`config.mk`:
```
export PLATFORM = sky130hd
export DESIGN_NAME = muldiv_ctrl
export DESIGN_NICKNAME = d
export VERILOG_FILES = /design/src/rtl/muldiv_pkg.sv /design/src/rtl/muldiv_ctrl_hilo_regs.sv /design/src/rtl/muldiv_ctrl.sv
export SDC_FILE = /design/constraint.sdc
export NUM_CORES = 1
export LEC_CHECK = 0
export ABC_AREA = 1
export CAP_MARGIN = 20
export CORE_UTILIZATION = 30
export DETAILED_ROUTE_END_ITERATION = 10
export GPL_ROUTABILITY_DRIVEN = 0
export PLACE_DENSITY = 0.59
export SYNTH_ARGS = -nofsm -noshare
export SYNTH_HDL_FRONTEND = slang
export SYNTH_HIERARCHICAL = 1
export SYNTH_SLANG_ARGS = --single-unit
export TNS_END_PERCENT = 30
```
`constraint.sdc`:
```
create_clock -name clk -period 2.3 [get_ports clk]
set_input_delay 0.345 -clock clk [delete_from_list [all_inputs] [get_ports clk]]
set_output_delay 0.345 -clock clk [all_outputs]
set_load 0.01 [all_outputs]
```
`src/rtl/muldiv_pkg.sv`:
```
// Shared types and defaults for the multiply/divide sequencer.
package muldiv_pkg;

  typedef enum logic [1:0] {
    ST_IDLE = 2'b00,
    ST_CLR  = 2'b01,
    ST_RUN  = 2'b10,
    ST_WB   = 2'b11
  } state_t;

  typedef enum logic [1:0] {
    OP_MULT = 2'b00,
    OP_DIV  = 2'b01,
    OP_MTHI = 2'b10,
    OP_MTLO = 2'b11
  } op_t;

  localparam int CNT_W          = 6;
  localparam int MULT_MIN_DEF   = 33;
  localparam int DIV_MIN_DEF    = 33;
  localparam int MAX_CYCLES_DEF = 63;

endpackage

```
`src/rtl/muldiv_ctrl_hilo_regs.sv`:
```
// Architectural HI/LO pair: written by MULT/DIV writeback or by MTHI/MTLO.
module hilo_regs (
  input  logic        clk,
  input  logic        reset,
  input  logic        wb_we,
  input  logic [31:0] wb_hi,
  input  logic [31:0] wb_lo,
  input  logic        mt_hi_we,
  input  logic        mt_lo_we,
  input  logic [31:0] mt_data,
  output logic [31:0] hi,
  output logic [31:0] lo
);

  always_ff @(posedge clk or negedge reset) begin
    if (!reset) begin
      hi <= '0;
      lo <= '0;
    end else if (wb_we) begin
      hi <= wb_hi;
      lo <= wb_lo;
    end else begin
      if (mt_hi_we) hi <= mt_data;
      if (mt_lo_we) lo <= mt_data;
    end
  end

endmodule

```
`src/rtl/muldiv_ctrl.sv`:
```
// Sequencer for the shared multiplier/divider: operand latch, unit reset/enable,
// stale-done qualification, watchdog, and HI/LO ownership.
module muldiv_ctrl
  import muldiv_pkg::*;
#(
  parameter int MULT_MIN   = MULT_MIN_DEF,
  parameter int DIV_MIN    = DIV_MIN_DEF,
  parameter int MAX_CYCLES = MAX_CYCLES_DEF
) (
  input  logic        clk,
  input  logic        reset,
  input  logic        op_start,
  input  logic [1:0]  op_sel,
  input  logic [31:0] op_a,
  input  logic [31:0] op_b,
  output logic [31:0] unit_a,
  output logic [31:0] unit_b,
  output logic        mult_reset,
  output logic        mult_ctrl,
  input  logic        mult_done,
  input  logic [31:0] mult_hi,
  input  logic [31:0] mult_lo,
  output logic        div_reset,
  output logic        div_ctrl,
  input  logic        div_done,
  input  logic [31:0] div_hi,
  input  logic [31:0] div_lo,
  output logic [31:0] hi,
  output logic [31:0] lo,
  output logic        busy,
  output logic        done,
  output logic        div_zero,
  output logic        timeout
);

  typedef logic [CNT_W:0] cnt_ext_t;
  localparam cnt_ext_t MULT_LIM = cnt_ext_t'(MULT_MIN);
  localparam cnt_ext_t DIV_LIM  = cnt_ext_t'(DIV_MIN);
  localparam cnt_ext_t MAX_LIM  = cnt_ext_t'(MAX_CYCLES);

  state_t           state;
  op_t              op;
  logic             unit_div;
  logic [CNT_W-1:0] cnt;
  cnt_ext_t         cnt_inc;
  cnt_ext_t         min_lim;
  logic             sel_done;
  logic             idle_start;

  assign op         = op_t'(op_sel);
  assign idle_start = (state == ST_IDLE) && op_start;
  // cnt_inc is the number of RUN cycles including the current one
  assign cnt_inc    = {1'b0, cnt} + cnt_ext_t'(1);
  assign min_lim    = unit_div ? DIV_LIM : MULT_LIM;
  assign sel_done   = unit_div ? div_done : mult_done;

  always_ff @(posedge clk or negedge reset) begin
    if (!reset) begin
      state      <= ST_IDLE;
      unit_div   <= 1'b0;
      cnt        <= '0;
      unit_a     <= '0;
      unit_b     <= '0;
      mult_reset <= 1'b0;
      mult_ctrl  <= 1'b0;
      div_reset  <= 1'b0;
      div_ctrl   <= 1'b0;
      busy       <= 1'b0;
      done       <= 1'b0;
      div_zero   <= 1'b0;
      timeout    <= 1'b0;
    end else begin
      done       <= 1'b0;
      div_zero   <= 1'b0;
      mult_reset <= 1'b0;
      div_reset  <= 1'b0;
      case (state)
        ST_IDLE: begin
          if (idle_start) begin
            if (op == OP_MULT || (op == OP_DIV && op_b != '0)) begin
              unit_a     <= op_a;
              unit_b     <= op_b;
              unit_div   <= (op == OP_DIV);
              mult_reset <= (op == OP_MULT);
              div_reset  <= (op == OP_DIV);
              timeout    <= 1'b0;
              busy       <= 1'b1;
              state      <= ST_CLR;
            end else if (op == OP_DIV) begin
              div_zero <= 1'b1;
            end
          end
        end
        ST_CLR: begin
          cnt       <= '0;
          mult_ctrl <= !unit_div;
          div_ctrl  <= unit_div;
          state     <= ST_RUN;
        end
        ST_RUN: begin
          // a done seen before the minimum count is left over from the previous op
          if (sel_done && cnt_inc >= min_lim) begin
            mult_ctrl <= 1'b0;
            div_ctrl  <= 1'b0;
            state     <= ST_WB;
          end else if (cnt_inc >= MAX_LIM) begin
            mult_ctrl <= 1'b0;
            div_ctrl  <= 1'b0;
            timeout   <= 1'b1;
            busy      <= 1'b0;
            state     <= ST_IDLE;
          end else begin
            cnt <= (cnt_inc > MAX_LIM) ? cnt : cnt_inc[CNT_W-1:0];
          end
        end
        ST_WB: begin
          busy  <= 1'b0;
          done  <= 1'b1;
          state <= ST_IDLE;
        end
        default: state <= ST_IDLE;
      endcase
    end
  end

  hilo_regs u_hilo (
    .clk      (clk),
    .reset    (reset),
    .wb_we    (state == ST_WB),
    .wb_hi    (unit_div ? div_hi : mult_hi),
    .wb_lo    (unit_div ? div_lo : mult_lo),
    .mt_hi_we (idle_start && op == OP_MTHI),
    .mt_lo_we (idle_start && op == OP_MTLO),
    .mt_data  (op_a),
    .hi       (hi),
    .lo       (lo)
  );

endmodule

```
==> results of run 1 <==
[layout make-up]
| cell class | count | share of cell area |
|---|---|---|
| flip-flops and latches | 145 | 0.3105 |
| repair buffers | 357 | 0.3067 |
| multi-input cells | 780 | 0.2852 |
| clock buffers | 19 | 0.03703 |
| well taps | 319 | 0.03414 |
| clock inverters | 12 | 0.01766 |
| inverters | 26 | 0.008776 |
[repair_timing]
action | 4_1_cts | 5_1_grt
resized for setup | 0 | 3
buffers inserted | 0 | 0
hold buffers | 1 | 0
endpoints found under the setup margin | 0 | 7
hold endpoints to repair | 53 | 0
[Yosys cell counts, drive strengths merged, types with 2 or more instances]
master,n
nor3,3
clkinv,2
buf,25
nand4,2
nand2,572
ha,8
inv,24
nor2,34
dfrtp,145
o21ai,12
clkbuf,29
nand3,143
or2,2
[critical path: stages, from the launching register on]
cell	delay, ns
dfrtp_1	0.42
inv_1	0.15
ha_1	0.21
nand2_1	0.19
nor3_2	0.42
buf_4	0.33
nand3_1	0.13
nand3_1	0.10
[sequential cells by signal, summed over array words and instances (netlist names)]
signal and cells:
busy 1, cnt 6, div_ctrl 1, div_reset 1, div_zero 1, done 1
mult_ctrl 1, mult_reset 1, state 2, timeout 1, u_hilo/hi 32, u_hilo/lo 32
unit_a 32, unit_b 32, unit_div 1
[report_power, final]
| part | leakage (uW) | total [uW] | internal [uW] | switching [uW] |
|---|---|---|---|---|
| clock | 0.000308 | 3080 | 1930 | 1150 |
| combinational | 0.00346 | 6790 | 3200 | 3590 |
| sequential | 0.00182 | 4350 | 3680 | 673 |
| total | 0.00559 | 14200 | 8810 | 5410 |
[through the flow]
stage	util	total power (uW)	setup slack [ns]	cell area [sq um]	cells
after CTS	0.4942	14360	0.1905	11670	1657
after floorplan	-	7422	0.5425	7261	1004
after global routing	0.4951	15180	0.09637	11690	1658
after detailed placement	0.4667	11220	0.1491	11020	1625
final	0.4951	14220	0.2777	11690	1658
after global placement	0.4667	11130	0.2069	11020	1625
[metal layers]
layer	share of wire	routed length, microns
met3	0.060	1654
met5	0	0
met4	0.016	434
met2	0.50	13760
met1	0.42	11520
[cell families after synthesis]
| group | synth area share |
|---|---|
| flops | 0.4997 |
| compound gates | 0.01292 |
| buf+inv | 0.04756 |
| fa+ha+maj | 0.01379 |
| simple gates | 0.4260 |
[how the worst max path moves through the flow]
stage          depth (start not counted)      from  slack (ns)            end
2_1_floorplan                         13    cnt[0]        0.54       state[0]
3_3_place_gp                          11  op_b[23]        0.21     unit_a[20]
3_5_place_dp                          11  op_b[23]        0.15     unit_a[20]
4_1_cts                                7  state[0]        0.19   u_hilo/hi[4]
5_1_grt                                7  state[1]         0.1  u_hilo/hi[23]
6_report                               7  state[1]        0.28  u_hilo/lo[29]
==> results.md, run 1 <==
- Outcome: complete, no violations
- Leakage: 0.005595 uW
- Worst relative slew slack: 0.6028
- Root Buffer: clkbuf_16
- Final Routed Wirelength: 27,370 microns
- Via density: 4.564
- GR Layer Usage met3: 0.04818
- Worst R2R End: u_hilo/lo[29]
- Die H: 157.6 microns
- Synth top area share: 0.4997
- Core area: 23,610 sq um
- Number of buffers created by CTS: 17
- Cell count after synthesis: 1,004
- Clk slew on worst S/H paths: 0.07 ns
- Ports: 335
- Critical Path AT: 2.38 ns
- Yosys cell types: 28
- Syn avg cell area: 7.232 sq um
- Flop2flop setup slack: 0.28 ns
- Largest net degree at the start of global routing: 58
- GR Util met1: 0.2638
- Gr busiest metal: met2
- Grt total ovfl: 0
- Max Cap Violations: 0
- Fin crit period: 2.022 ns
- FF-to-FF path depth: 7
- Hold Worst Slack: 0.4737 ns
- Mapped cell area: 7261 sq um
- Crit Path Category: reg -> reg
- Die W: 157.6 microns
- Top post-synthesis cells by area: dfrtp_1 (50%), nand2_1 (29%), nand3_1 (9.6%)
- Drt initial violations: 439
- Peak VDD IR: 0.0005612 V
- Initial antenna violation count: 0
- CP Data Required Time: 2.66 ns
- Worst slew pin tran: 0.5944 ns
- Clock H-tree levels: 4
- Max Root-Sink Buffers: 2
- Register bit total from synthesis: 145
- Number of global-route vias before repair: 7,360
- FMAX: 494.5 MHz
- Setup Skew: 0.01134 ns
- DRC: 0
- DIE AREA: 24,830 sq um
- Power density cells: 1216 nW/um^2
- Share of cells above drive strength 1: 0.06423
- Initial Utilization: 0.3075
- 1st-pass router iterations: 5
- CTS sink cnt: 145
- Sequential cell area: 3630 sq um
- Post-synth EDFFs: 0
- Post-DP HPWL: 19,770 microns
- Synth warn: 6
- HP Class: in -> async
- Syn Nets: 1,211
- Met2 Usage GRT: 0.3858
- Final net count: 1,534
- FP Rows: 56
- Ant. Diodes: 0
- Seq/Total Area, Yosys: 0.4997
- Final hold violation count: 0
- Vias: 7,567
- Multi-input gate area: 3334 sq um
- Final setup fails: 0
- Fin Setup TNS: 0 ns
- Predominant post-synthesis flop cell: dfrtp_1
- Startpoint Class: flip-flop
- TritonCTS clock tree: yes
- First-pass GRT wire length: 40,760 microns
- Commonest cells after routing, fill and taps aside: nand2_1 (562), clkdlybuf4s50_1 (333), dfrtp_1 (144), nand3_1 (139), nor2_1 (30)
- Element type at the critical path end: flip-flop
- IO buf count: 334
- Commonest non-fill, non-tap cell in the layout: nand2_1
- Fin. max-slew vios: 0
- RSZ-0062 raised after global routing: false
- ANT nets after route: 0
- Worst r2r src: state[1]
- FILL cells: 2,324
- Final Cycle Share: 0.8792
- Crit Path Max Fanout: 16
- Area Growth Syn to Fin: 61.02%
- Most area-hungry cell type in the Yosys netlist: dfrtp_1
- Skew-Pair Late Insertion Delay: 0.43 ns
- Fraction of registers with async set/reset: 1.000
- Wire per inst: 16.51 microns
- Total GRT Usage: 0.2183
Note: power is estimated with default switching activity, not from simulation.
==> run 2: changes to the inputs <==
--- a/config.mk
+++ b/config.mk
@@ -7,6 +7,7 @@
 export LEC_CHECK = 0
 export ABC_AREA = 1
 export CAP_MARGIN = 20
+export CORE_MARGIN = 4
 export CORE_UTILIZATION = 30
 export DETAILED_ROUTE_END_ITERATION = 10
 export GPL_ROUTABILITY_DRIVEN = 0
==> run 2 against run 1 <==
  * Worst setup slack improved by 0.040 ns
  * Final cell count barely moved
  * Routed wire length rose by 1.2%
  * Critical path type unchanged
  * Cell area fell by 0.32%
  * Sequential power fell by 0.9%
  * Critical path depth rose by 6
  * Utilization fell by 0.16 points
  * Worst hold slack got worse by 0.19 ns
==> results.md, run 2 (synthesized netlist as in run 1, its figures left out) <==
- RSZ-0062 raised after global routing: false
- Largest net degree at the start of global routing: 72
- IO buf count: 334
- Root Buffer: clkbuf_16
- Peak VDD IR: 0.0005220 V
- Commonest cells after routing, fill and taps aside: nand2_1 (562), clkdlybuf4s50_1 (333), dfrtp_1 (144), nand3_1 (139), nor2_1 (30)
- CTS sink cnt: 145
- Die H: 163.6 microns
- Max Cap Violations: 0
- Skew-Pair Late Insertion Delay: 0.42 ns
- DIE AREA: 26,760 sq um
- Core area: 23,610 sq um
- DRC: 0
- Post-DP HPWL: 20,940 microns
- Vias: 7,534
- First-pass GRT wire length: 42,060 microns
- Worst relative slew slack: 0.6418
- Via density: 4.541
- Total GRT Usage: 0.2026
- HP Class: in -> async
- Startpoint Class: flip-flop
- Final Cycle Share: 0.8619
- Die W: 163.6 microns
- ANT nets after route: 0
- Wire per inst: 16.69 microns
- Ports: 335
- Final net count: 1,535
- Commonest non-fill, non-tap cell in the layout: nand2_1
- Clock H-tree levels: 4
- Number of global-route vias before repair: 7,540
- Power density cells: 1202 nW/um^2
- Drt initial violations: 391
- 1st-pass router iterations: 6
- # hold bufs at CTS: 1
- Outcome: complete, no violations
- Leakage: 0.005584 uW
- Finished Core Util: 0.4935
- FP Rows: 56
- Design Power: 14,000 uW
- Fin Setup TNS: 0 ns
- Final Routed Wirelength: 27,690 microns
- Clk slew on worst S/H paths: 0.07 ns
- Share of cells above drive strength 1: 0.06642
- Initial antenna violation count: 0
- FMAX: 504.4 MHz
- Post-CTS Setup Bufs: 0
- Final setup fails: 0
- CP Data Required Time: 2.60 ns
- Grt total ovfl: 0
- Crit Path Category: reg -> reg
- Fin. max-slew vios: 0
- Crit Path Max Fanout: 7
- Number of buffers created by CTS: 17
- Max Root-Sink Buffers: 2
- Initial Utilization: 0.3075
- Final hold violation count: 0
- Ant. Diodes: 0
- Fin crit period: 1.982 ns
- Setup Skew: 0.01263 ns
- Worst slew pin tran: 0.5372 ns
- TritonCTS clock tree: yes
- Area Growth Syn to Fin: 60.50%
- Critical Path AT: 2.28 ns
- Post-CTS sizing: 0
- Element type at the critical path end: flip-flop
## run 2: cell count changes in the layout (fill, tap and decap cells not counted)
cell        change
clkinvlp_4      +1
clkbuf_1        -2
clkinv_2        +2
clkinv_4        -1
nor2_4          -1
buf_4           +3
bufinv_16       -2
clkbuf_8        +2
nor3_2          +1
nor3_4          -1
buf_6           -1
## run 2: worst paths after layout
check	startpoint	end	slack (ns)	cells after the start
hold reg to reg	unit_a[4]	unit_a[4]	0.48	2
hold / removal	reset	unit_a[28]	0.28	2
max in group asynchronous	reset	u_hilo/hi[12]	1.40	3
setup reg to reg	cnt[0]	state[0]	0.32	13
setup / recovery	cnt[0]	state[0]	0.32	13
min in group clk	unit_a[4]	unit_a[4]	0.48	2
## run 2: final cells by class
class | instances | area, sq um
clock inverter | 12 | 155.1
tap | 319 | 399.1
inverter | 26 | 102.6
fill | 2354 | 11960
sequential | 145 | 3630
timing repair buffer | 359 | 3597
multi-input combinational | 779 | 3317
clock buffer | 19 | 452.9
## run 2: layer usage
layer,vias up,track usage,wire [microns]
li1,3780,-,-
met1,3516,0.2488,11510
met2,215,0.3525,13800
met3,23,0.05450,1968
met4,0,0.05376,408
met5,-,0,0
## run 2: worst max-delay path: stages, from the launching register on
cell and delay [ns]:
dfrtp_1 0.47, inv_1 0.12, ha_1 0.32, nor2_1 0.10, nand2_1 0.06, nor2_2 0.10
nand3_1 0.08, nand2_1 0.06, nand2_1 0.07, nand3_2 0.13, inv_2 0.05, or2_0 0.20
nand2_1 0.06, nand2_1 0.04
## run 2: where the power goes
part | internal, uW | switching [uW] | leakage (uW)
logic | 3230 | 3600 | 0.00346
clock network | 1760 | 1100 | 0.000296
registers | 3680 | 629 | 0.00182
## run 2: per-stage QoR
stage                     cells  hold WS [ns]  area [sq um]  worst slack, ns
after floorplan            1004       0.04941          7261           0.5425
after global placement     1627        0.1538         11040           0.2344
after detailed placement   1627        0.1545         11040           0.1878
after CTS                  1659        0.2667         11650           0.2924
after global routing       1659        0.2820         11650          0.09131
final                      1659        0.2827         11650           0.3176
